File: config.mk
export PLATFORM = sky130hd
export DESIGN_NAME = apb_master_ctrl
export DESIGN_NICKNAME = d
export VERILOG_FILES = /design/src/rtl/apb_master_ctrl.sv
export SDC_FILE = /design/constraint.sdc
export NUM_CORES = 1
export LEC_CHECK = 0
export CAP_MARGIN = 10
export CORE_MARGIN = 2
export CORE_UTILIZATION = 40
export DETAILED_ROUTE_END_ITERATION = 8
export PLACE_DENSITY = 0.88
export SYNTH_ARGS = -nofsm -noshare
export SYNTH_HDL_FRONTEND = slang
export SYNTH_SLANG_ARGS = --single-unit
File: constraint.sdc
create_clock -name pclk -period 2.3 [get_ports pclk]
set_clock_uncertainty 0.15 [all_clocks]
set_input_delay 0.23 -clock pclk [delete_from_list [all_inputs] [get_ports pclk]]
set_output_delay 0.23 -clock pclk [all_outputs]
set_load 0.005 [all_outputs]
File: src/rtl/apb_master_ctrl.sv
// APB master controller: round-robin arbitration of NUM_REQ local requesters onto one APB bus,
// with IDLE/SETUP/ACCESS sequencing, wait-state handling and an optional ACCESS timeout.
module apb_master_ctrl #(
    parameter int unsigned DATA_WIDTH = 8,
    parameter int unsigned ADDR_WIDTH = 8,
    parameter int unsigned NUM_REQ    = 2,
    parameter int unsigned TIMEOUT    = 15
) (
    input  logic                             pclk,
    input  logic                             preset,
    input  logic [NUM_REQ-1:0]               req_valid,
    input  logic [NUM_REQ-1:0]               req_write,
    input  logic [NUM_REQ*ADDR_WIDTH-1:0]    req_addr,
    input  logic [NUM_REQ*DATA_WIDTH-1:0]    req_wdata,
    output logic [NUM_REQ-1:0]               req_grant,
    output logic [NUM_REQ-1:0]               rsp_valid,
    output logic [DATA_WIDTH-1:0]            rsp_rdata,
    output logic                             rsp_err,
    output logic                             pselect,
    output logic                             penable,
    output logic [ADDR_WIDTH-1:0]            paddr,
    output logic                             pwrite,
    output logic [DATA_WIDTH-1:0]            pwdata,
    input  logic                             pready,
    input  logic [DATA_WIDTH-1:0]            prdata,
    input  logic                             pslverr
);

    localparam int unsigned PTR_W = (NUM_REQ > 1) ? $clog2(NUM_REQ) : 1;
    localparam int unsigned CNT_W = (TIMEOUT == 0) ? 1 : $clog2(TIMEOUT + 1);
    localparam logic [CNT_W-1:0] CNT_LAST = (TIMEOUT == 0) ? '0 : CNT_W'(TIMEOUT - 1);
    localparam logic [PTR_W-1:0] PTR_MAX  = PTR_W'(NUM_REQ - 1);
    localparam logic [NUM_REQ-1:0] ONE_HOT0 = {{(NUM_REQ-1){1'b0}}, 1'b1};

    typedef enum logic [1:0] {StIdle, StSetup, StAccess} state_t;

    state_t           state;
    logic [PTR_W-1:0] rr_ptr;
    logic [PTR_W-1:0] owner;
    logic [CNT_W-1:0] wait_cnt;

    logic [ADDR_WIDTH-1:0] addr_arr  [NUM_REQ];
    logic [DATA_WIDTH-1:0] wdata_arr [NUM_REQ];

    for (genvar g = 0; g < NUM_REQ; g++) begin : g_unpack
        assign addr_arr[g]  = req_addr[g*ADDR_WIDTH +: ADDR_WIDTH];
        assign wdata_arr[g] = req_wdata[g*DATA_WIDTH +: DATA_WIDTH];
    end

    logic             any_req;
    logic [PTR_W-1:0] win_idx;
    logic [PTR_W-1:0] ptr_after;
    int               cand;

    // Winner is the first pending request at or above rr_ptr, wrapping to 0.
    always_comb begin
        any_req = 1'b0;
        win_idx = rr_ptr;
        cand    = 0;
        for (int k = 0; k < int'(NUM_REQ); k++) begin
            cand = int'(rr_ptr) + k;
            if (cand >= int'(NUM_REQ)) begin
                cand = cand - int'(NUM_REQ);
            end
            if (!any_req && req_valid[PTR_W'(cand)]) begin
                any_req = 1'b1;
                win_idx = PTR_W'(cand);
            end
        end
    end

    assign ptr_after = (owner == PTR_MAX) ? '0 : owner + 1'b1;

    always_ff @(posedge pclk or posedge preset) begin
        if (preset) begin
            state     <= StIdle;
            rr_ptr    <= '0;
            owner     <= '0;
            wait_cnt  <= '0;
            req_grant <= '0;
            rsp_valid <= '0;
            rsp_rdata <= '0;
            rsp_err   <= 1'b0;
            pselect   <= 1'b0;
            penable   <= 1'b0;
            paddr     <= '0;
            pwrite    <= 1'b0;
            pwdata    <= '0;
        end else begin
            req_grant <= '0;
            rsp_valid <= '0;
            case (state)
                StIdle: begin
                    if (any_req) begin
                        paddr     <= addr_arr[win_idx];
                        pwrite    <= req_write[win_idx];
                        pwdata    <= wdata_arr[win_idx];
                        req_grant <= ONE_HOT0 << win_idx;
                        owner     <= win_idx;
                        pselect   <= 1'b1;
                        penable   <= 1'b0;
                        state     <= StSetup;
                    end
                end
                StSetup: begin
                    penable  <= 1'b1;
                    wait_cnt <= '0;
                    state    <= StAccess;
                end
                StAccess: begin
                    // Completion takes priority over a timeout firing on the same edge.
                    if (pready) begin
                        rsp_valid <= ONE_HOT0 << owner;
                        rsp_err   <= pslverr;
                        rsp_rdata <= pwrite ? '0 : prdata;
                        pselect   <= 1'b0;
                        penable   <= 1'b0;
                        rr_ptr    <= ptr_after;
                        state     <= StIdle;
                    end else if (TIMEOUT != 0 && wait_cnt == CNT_LAST) begin
                        rsp_valid <= ONE_HOT0 << owner;
                        rsp_err   <= 1'b1;
                        rsp_rdata <= '0;
                        pselect   <= 1'b0;
                        penable   <= 1'b0;
                        rr_ptr    <= ptr_after;
                        state     <= StIdle;
                    end else begin
                        wait_cnt <= wait_cnt + 1'b1;
                    end
                end
                default: begin
                    state   <= StIdle;
                    pselect <= 1'b0;
                    penable <= 1'b0;
                end
            endcase
        end
    end

endmodule

==> results of run 1 <==
==> critical path: stages, from the launching register on <==
cell and delay (ns):
dfrtp_1 0.37, inv_1 0.08, ha_1 0.22, a31o_2 0.28, nand2_1 0.19, mux2_2 0.36
==> routing by layer <==
layer	up-vias	routed length (um)	GRT usage
met1	638	1410	0.191
met2	44	2000	0.322
met4	0	48	0.0600
met3	5	212	0.0609
met5	-	0	0
li1	668	-	-
==> worst paths after layout <==
kind                       slack [ns]  cells past startpoint      endpoint   startpoint
setup / recovery                 0.55                      5        rr_ptr  wait_cnt[0]
hold / removal                   0.22                      3  rsp_rdata[4]       preset
setup reg to reg                 0.55                      5        rr_ptr  wait_cnt[0]
hold reg to reg                  0.28                      1  rsp_valid[0]        owner
max in group asynchronous        1.45                      3      paddr[0]       preset
min in group pclk                0.28                      1  rsp_valid[0]        owner
==> power by group through the flow <==
stage | Sequential (W) | Clock, W | Combinational, W
floorplan | 0.00112 | 0 | 0.000581
CTS | 0.00114 | 0.000441 | 0.00123
global route | 0.00117 | 0.000469 | 0.00133
detailed placement | 0.00115 | 0 | 0.00122
global placement | 0.00113 | 0 | 0.00118
finish | 0.00113 | 0.000422 | 0.00120
==> layout by cell type (no fill, tap or decap), types with 2 or more instances in the layout <==
cell	n
a21oi_1	19
a22o_1	8
buf_4	4
clkbuf_1	2
clkbuf_8	5
clkdlybuf4s50_1	78
dfrtp_1	39
ha_1	2
inv_1	6
mux2i_1	17
nand2_1	3
nand2b_1	2
nand3_1	2
nor2_1	22
o21ai_0	2
==> per-stage QoR <==
step                cells  area (sq um)
floorplan             144          1650
global placement      269          2490
detailed placement    269          2490
CTS                   277          2570
global route          277          2570
finish                277          2570
==> kinds of logic (layout without fill, tap and decap cells) <==
family / Yosys count / after routing
AO/OA/AOI/OAI: 36 / 36
XOR/XNOR: 1 / 1
adder cells (fa/ha/maj): 2 / 2
buffers and inverters: 13 / 96
flip-flops: 39 / 39
multiplexers: 18 / 18
AND/OR/NAND/NOR: 35 / 35
==> state kept, by name (all words and copies together) (netlist names) <==
signal     cells
req_grant      2
rsp_rdata      8
owner          1
pwrite         1
wait_cnt       4
rsp_err        1
paddr          8
rr_ptr         1
rsp_valid      2
state          2
pselect        1
pwdata         8
==> final cells by class <==
class | instances | share of cell area
flip-flops and latches | 39 | 0.380
clock inverters | 1 | 0.00195
multi-input cells | 92 | 0.239
clock buffers | 7 | 0.0297
well taps | 50 | 0.0244
inverters | 6 | 0.00877
repair buffers | 82 | 0.316
==> results.tsv, run 1 <==
metric	value	unit
final worst-path cycle share	0.760	
Synth Area in Simple Gates	0.0992	
Synth cell types	29	
total power	0.00276	W
Initial DRC Count	46	
hold buffer count at CTS	0	
CTS tree	done	
Reg area	976	sq um
CP Capture Type	register	
DP HPWL	2800	um
multi-input logic area	614	sq um
Vias	1355	
async set or reset register ratio after synthesis	1.00	
total internal power	0.00189	W
Seq cells post-synth	39	
Worst setup SP type	register	
Util after Layout	0.642	
slack of the critical path	0.552	ns
share of post-route cells with drive strength above 1	0.0617	
Net Sw Frac	0.314	
Critical Path Fanout Max	6	
iteration count of the initial detailed-routing pass	4	
status	finished, final reports clean	
post-cts resize count	0	
nets	276	
Placer Congestion	0.742	
RSZ-0062 raised after global routing	false	
# IOs	80	
register area share after synthesis	0.590	
Max-Cap Viols	0	
Vias/cell	4.89	
clk root buf	clkbuf_8	
worst slew pin tran	0.536	ns
Compound-Gate Fraction of Synth Area	0.139	
Rel. slew slack	0.641	
max-slew violation count	0	
Wirelength per Cell	13.3	um
number of flops mapped to enable cells by yosys	0	
worst hold slack	0.215	ns
Initial Util	0.413	
GRT Residual Overflow	0	
clock group share of total power	0.153	
mapped cell area	1650	sq um
Commonest cells post-synth	dfrtp_1 (39), nor2_1 (22), a21oi_1 (19)	
clk sinks	39	
mux share of post-synthesis cell area	0.110	
n_diodes	0	
switching power total	0.000867	W
Clk pin slew, worst setup/hold paths	0.07	ns
syn_nets	194	
Post CTS Setup Buffer Count	0	
drc violations	0	
share of the synthesized area in the top cell type	0.590	
area of the die	4660	sq um
Die X	68.3	um
Core ar.	4000	sq um
Pleak	1.12	nW
Comb power frac	0.436	
Final Critical Period	1.75	ns
Global Route Usage Sum	0.177	
Num CTS Buffers	5	
Rows	23	
first-pass GRT wire length	5930	um
largest family of logic cells by synthesized area	compound AO/OA/AOI/OAI gates	
Setup TNS	0	ns
clock latency on the worst-skew pair	0.28	ns
area leader, netlist	dfrtp_1	
Post-Syn Instances	144	
largest net degree at the start of global routing	40	
CP arrival	1.77	ns
FILL cells	326	
HP Class	primary input to asynchronous set/reset pin	
Req. time, crit path	2.32	ns
Final Hold Viols	0	
htree depth	2	
DP Worst Slack	0.494	ns
synth warn	0	
post-route ant nets	0	
pwr dens	1070	nW/um^2
IO buf count	78	
Area growth syn-to-layout	55.3	%
most instantiated library cell after synthesis	dfrtp_1	
vias in the first global route	1301	
final setup vio count	0	
critical path class	register to register	
FMAX	0.572	GHz
Syn Area/Cell	11.5	sq um
total wire length	3670	um
Top FF cell, synth	dfrtp_1	
clock buffer depth	2	
XOR/XNOR Fraction of Synth Area	0.00530	
largest cells by area after synthesis	dfrtp_1 (59%), mux2i_1 (10%), a21oi_1 (5.8%)	
die height	68.3	um
Adder-Cell Fraction of Synth Area	0.0151	
Max IR drop VDD	514	uV
Seq pwr share	0.411	
number of antenna violations at the first check in global routing	0	
No activity file was read; power rests on OpenSTA's default activity.
==> run 2, diff against run 1 <==
--- a/config.mk
+++ b/config.mk
@@ -7,9 +7,9 @@
 export LEC_CHECK = 0
 export CAP_MARGIN = 10
 export CORE_MARGIN = 2
-export CORE_UTILIZATION = 40
+export CORE_UTILIZATION = 36
 export DETAILED_ROUTE_END_ITERATION = 8
-export PLACE_DENSITY = 0.88
+export PLACE_DENSITY = 0.84
 export SYNTH_ARGS = -nofsm -noshare
 export SYNTH_HDL_FRONTEND = slang
 export SYNTH_SLANG_ARGS = --single-unit
==> constraint.sdc (replaced) <==
create_clock -name pclk -period 1.4 [get_ports pclk]
set_clock_uncertainty 0.15 [all_clocks]
set_input_delay 0.14 -clock pclk [delete_from_list [all_inputs] [get_ports pclk]]
set_output_delay 0.14 -clock pclk [all_outputs]
set_load 0.005 [all_outputs]
==> results.tsv, run 2 (synthesis results as in run 1) <==
metric	value	unit
status	complete, but fails checks	
failing checks	negative setup slack	
total wire length	4540	um
slack of the critical path	-0.0694	ns
Placer Congestion	0.738	
Util after Layout	0.703	
Req. time, crit path	1.42	ns
RSZ-0062 raised after global routing	true	
FILL cells	329	
post-route ant nets	0	
GRT Residual Overflow	0	
Clk pin slew, worst setup/hold paths	0.08	ns
Initial DRC Count	113	
Pleak	1.41	nW
pwr dens	1890	nW/um^2
CTS tree	done	
largest net degree at the start of global routing	40	
Critical Path Fanout Max	5	
nets	305	
htree depth	2	
met3 wire len	241	um
commonest non-fill, non-tap cell in the layout	clkdlybuf4s50_1	
worst flop-to-flop path startpoint	wait_cnt[1]	
Worst Setup SP	wait_cnt[1]	
Final Critical Period	1.47	ns
clock latency on the worst-skew pair	0.28	ns
iteration count of the initial detailed-routing pass	4	
DP HPWL	2920	um
CP arrival	1.49	ns
FMAX	0.681	GHz
Vias	1482	
first-pass GRT wire length	6490	um
Worst setup SP type	register	
most frequent cells in the layout	clkdlybuf4s50_1 (46), dfrtp_1 (38), dlygate4sd2_1 (31)	
clk sinks	39	
HP Class	primary input to asynchronous set/reset pin	
area of the die	5150	sq um
final worst-path cycle share	1.05	
hold buffer count at CTS	0	
worst hold slack	0.0717	ns
Max IR drop VDD	881	uV
cell area after placement	2640	sq um
Finished Cell Area	3080	sq um
Max-Cap Viols	0	
max-slew violation count	0	
top flop regs	paddr: 8 flops, pwdata: 8 flops, rsp_rdata: 8 flops	
clk root buf	clkbuf_8	
clock buffer depth	2	
R2R cell count	4	
Area growth syn-to-layout	86.5	%
met2 WL	2490	um
IO buf count	78	
top routing layer used	met4	
Core ar.	4380	sq um
Die X	71.8	um
Setup TNS	-0.769	ns
Wirelength per Cell	14.7	um
vias in the first global route	1452	
worst slew pin tran	0.223	ns
Final Hold Viols	0	
Global Route Usage Sum	0.165	
met1 WL	1790	um
Initial Util	0.377	
CP Capture Type	register	
die height	71.8	um
Num CTS Buffers	5	
number of antenna violations at the first check in global routing	0	
# IOs	80	
share of post-route cells with drive strength above 1	0.328	
total power	0.00583	W
Rel. slew slack	0.847	
critical path class	register to register	
drc violations	0	
Rows	24	
n_diodes	0	
Vias/cell	4.81	
final setup vio count	28	
==> run 2: cell types whose count changed in the layout (fill, tap and decap cells not counted), moves of 2 or more <==
cell,delta
clkdlybuf4s50_1,-32
bufinv_16,+2
buf_6,+6
nand2_1,-2
buf_8,+4
buf_4,+17
dlygate4sd2_1,+31
nor2_2,+9
buf_12,+2
a21oi_2,+15
nor2_1,-19
a21oi_1,-15
nor2_4,+10
==> run 2: power breakdown <==
| part | leakage (nW) | internal (W) | switching (W) |
|---|---|---|---|
| Combinational | 0.872 | 0.00166 | 0.00121 |
| Sequential | 0.472 | 0.00156 | 0.000322 |
| Clock | 0.0654 | 0.000712 | 0.000371 |
| Total | 1.41 | 0.00393 | 0.00190 |
==> run 2: path summary, 6_finish.rpt <==
path                                 to  slack [ns]
max                              rr_ptr       -0.07
min                        rsp_valid[1]        0.07
max reg2reg                      rr_ptr       -0.07
min reg2reg                rsp_valid[0]        0.30
max in group asynchronous      state[1]        0.81
min in group pclk               rsp_err        0.28
==> run 2: layout make-up <==
| type | count | area, sq um | area share |
|---|---|---|---|
| tap | 52 | 65.1 | 0.0211 |
| sequential | 39 | 977 | 0.317 |
| multi-input combinational | 92 | 803 | 0.261 |
| timing repair buffer | 111 | 1080 | 0.351 |
| clock inverter | 2 | 60.1 | 0.0195 |
| inverter | 6 | 22.5 | 0.00731 |
| clock buffer | 6 | 72.6 | 0.0235 |
==> run 2: timing repair <==
| action | CTS | global route |
|---|---|---|
| setup buffers | 8 | 4 |
| endpoints found under the setup margin | 43 | 34 |
| pin swaps | 2 | 4 |
| resized for setup | 39 | 61 |
| cloned | 0 | 4 |
==> run 2: layer usage <==
| metal | track usage | vias to the layer above |
|---|---|---|
| met5 | 0 | - |
| met4 | 0.0377 | 0 |
| met3 | 0.0563 | 2 |
| met2 | 0.303 | 44 |
| met1 | 0.184 | 718 |
| li1 | - | 718 |
==> run 2: metrics by stage <==
step,std cells,setup slack (ns)
finish,308,-0.0694
global route,308,-0.130
CTS,300,-0.0720
detailed placement,284,-0.236
global placement,284,-0.194
floorplan,144,-0.0355
==> run 2: critical path: stages (launching register included) <==
cell,delay [ns]
dfrtp_1,0.41
ha_4,0.18
a31o_4,0.23
nand2_4,0.09
mux2_4,0.30
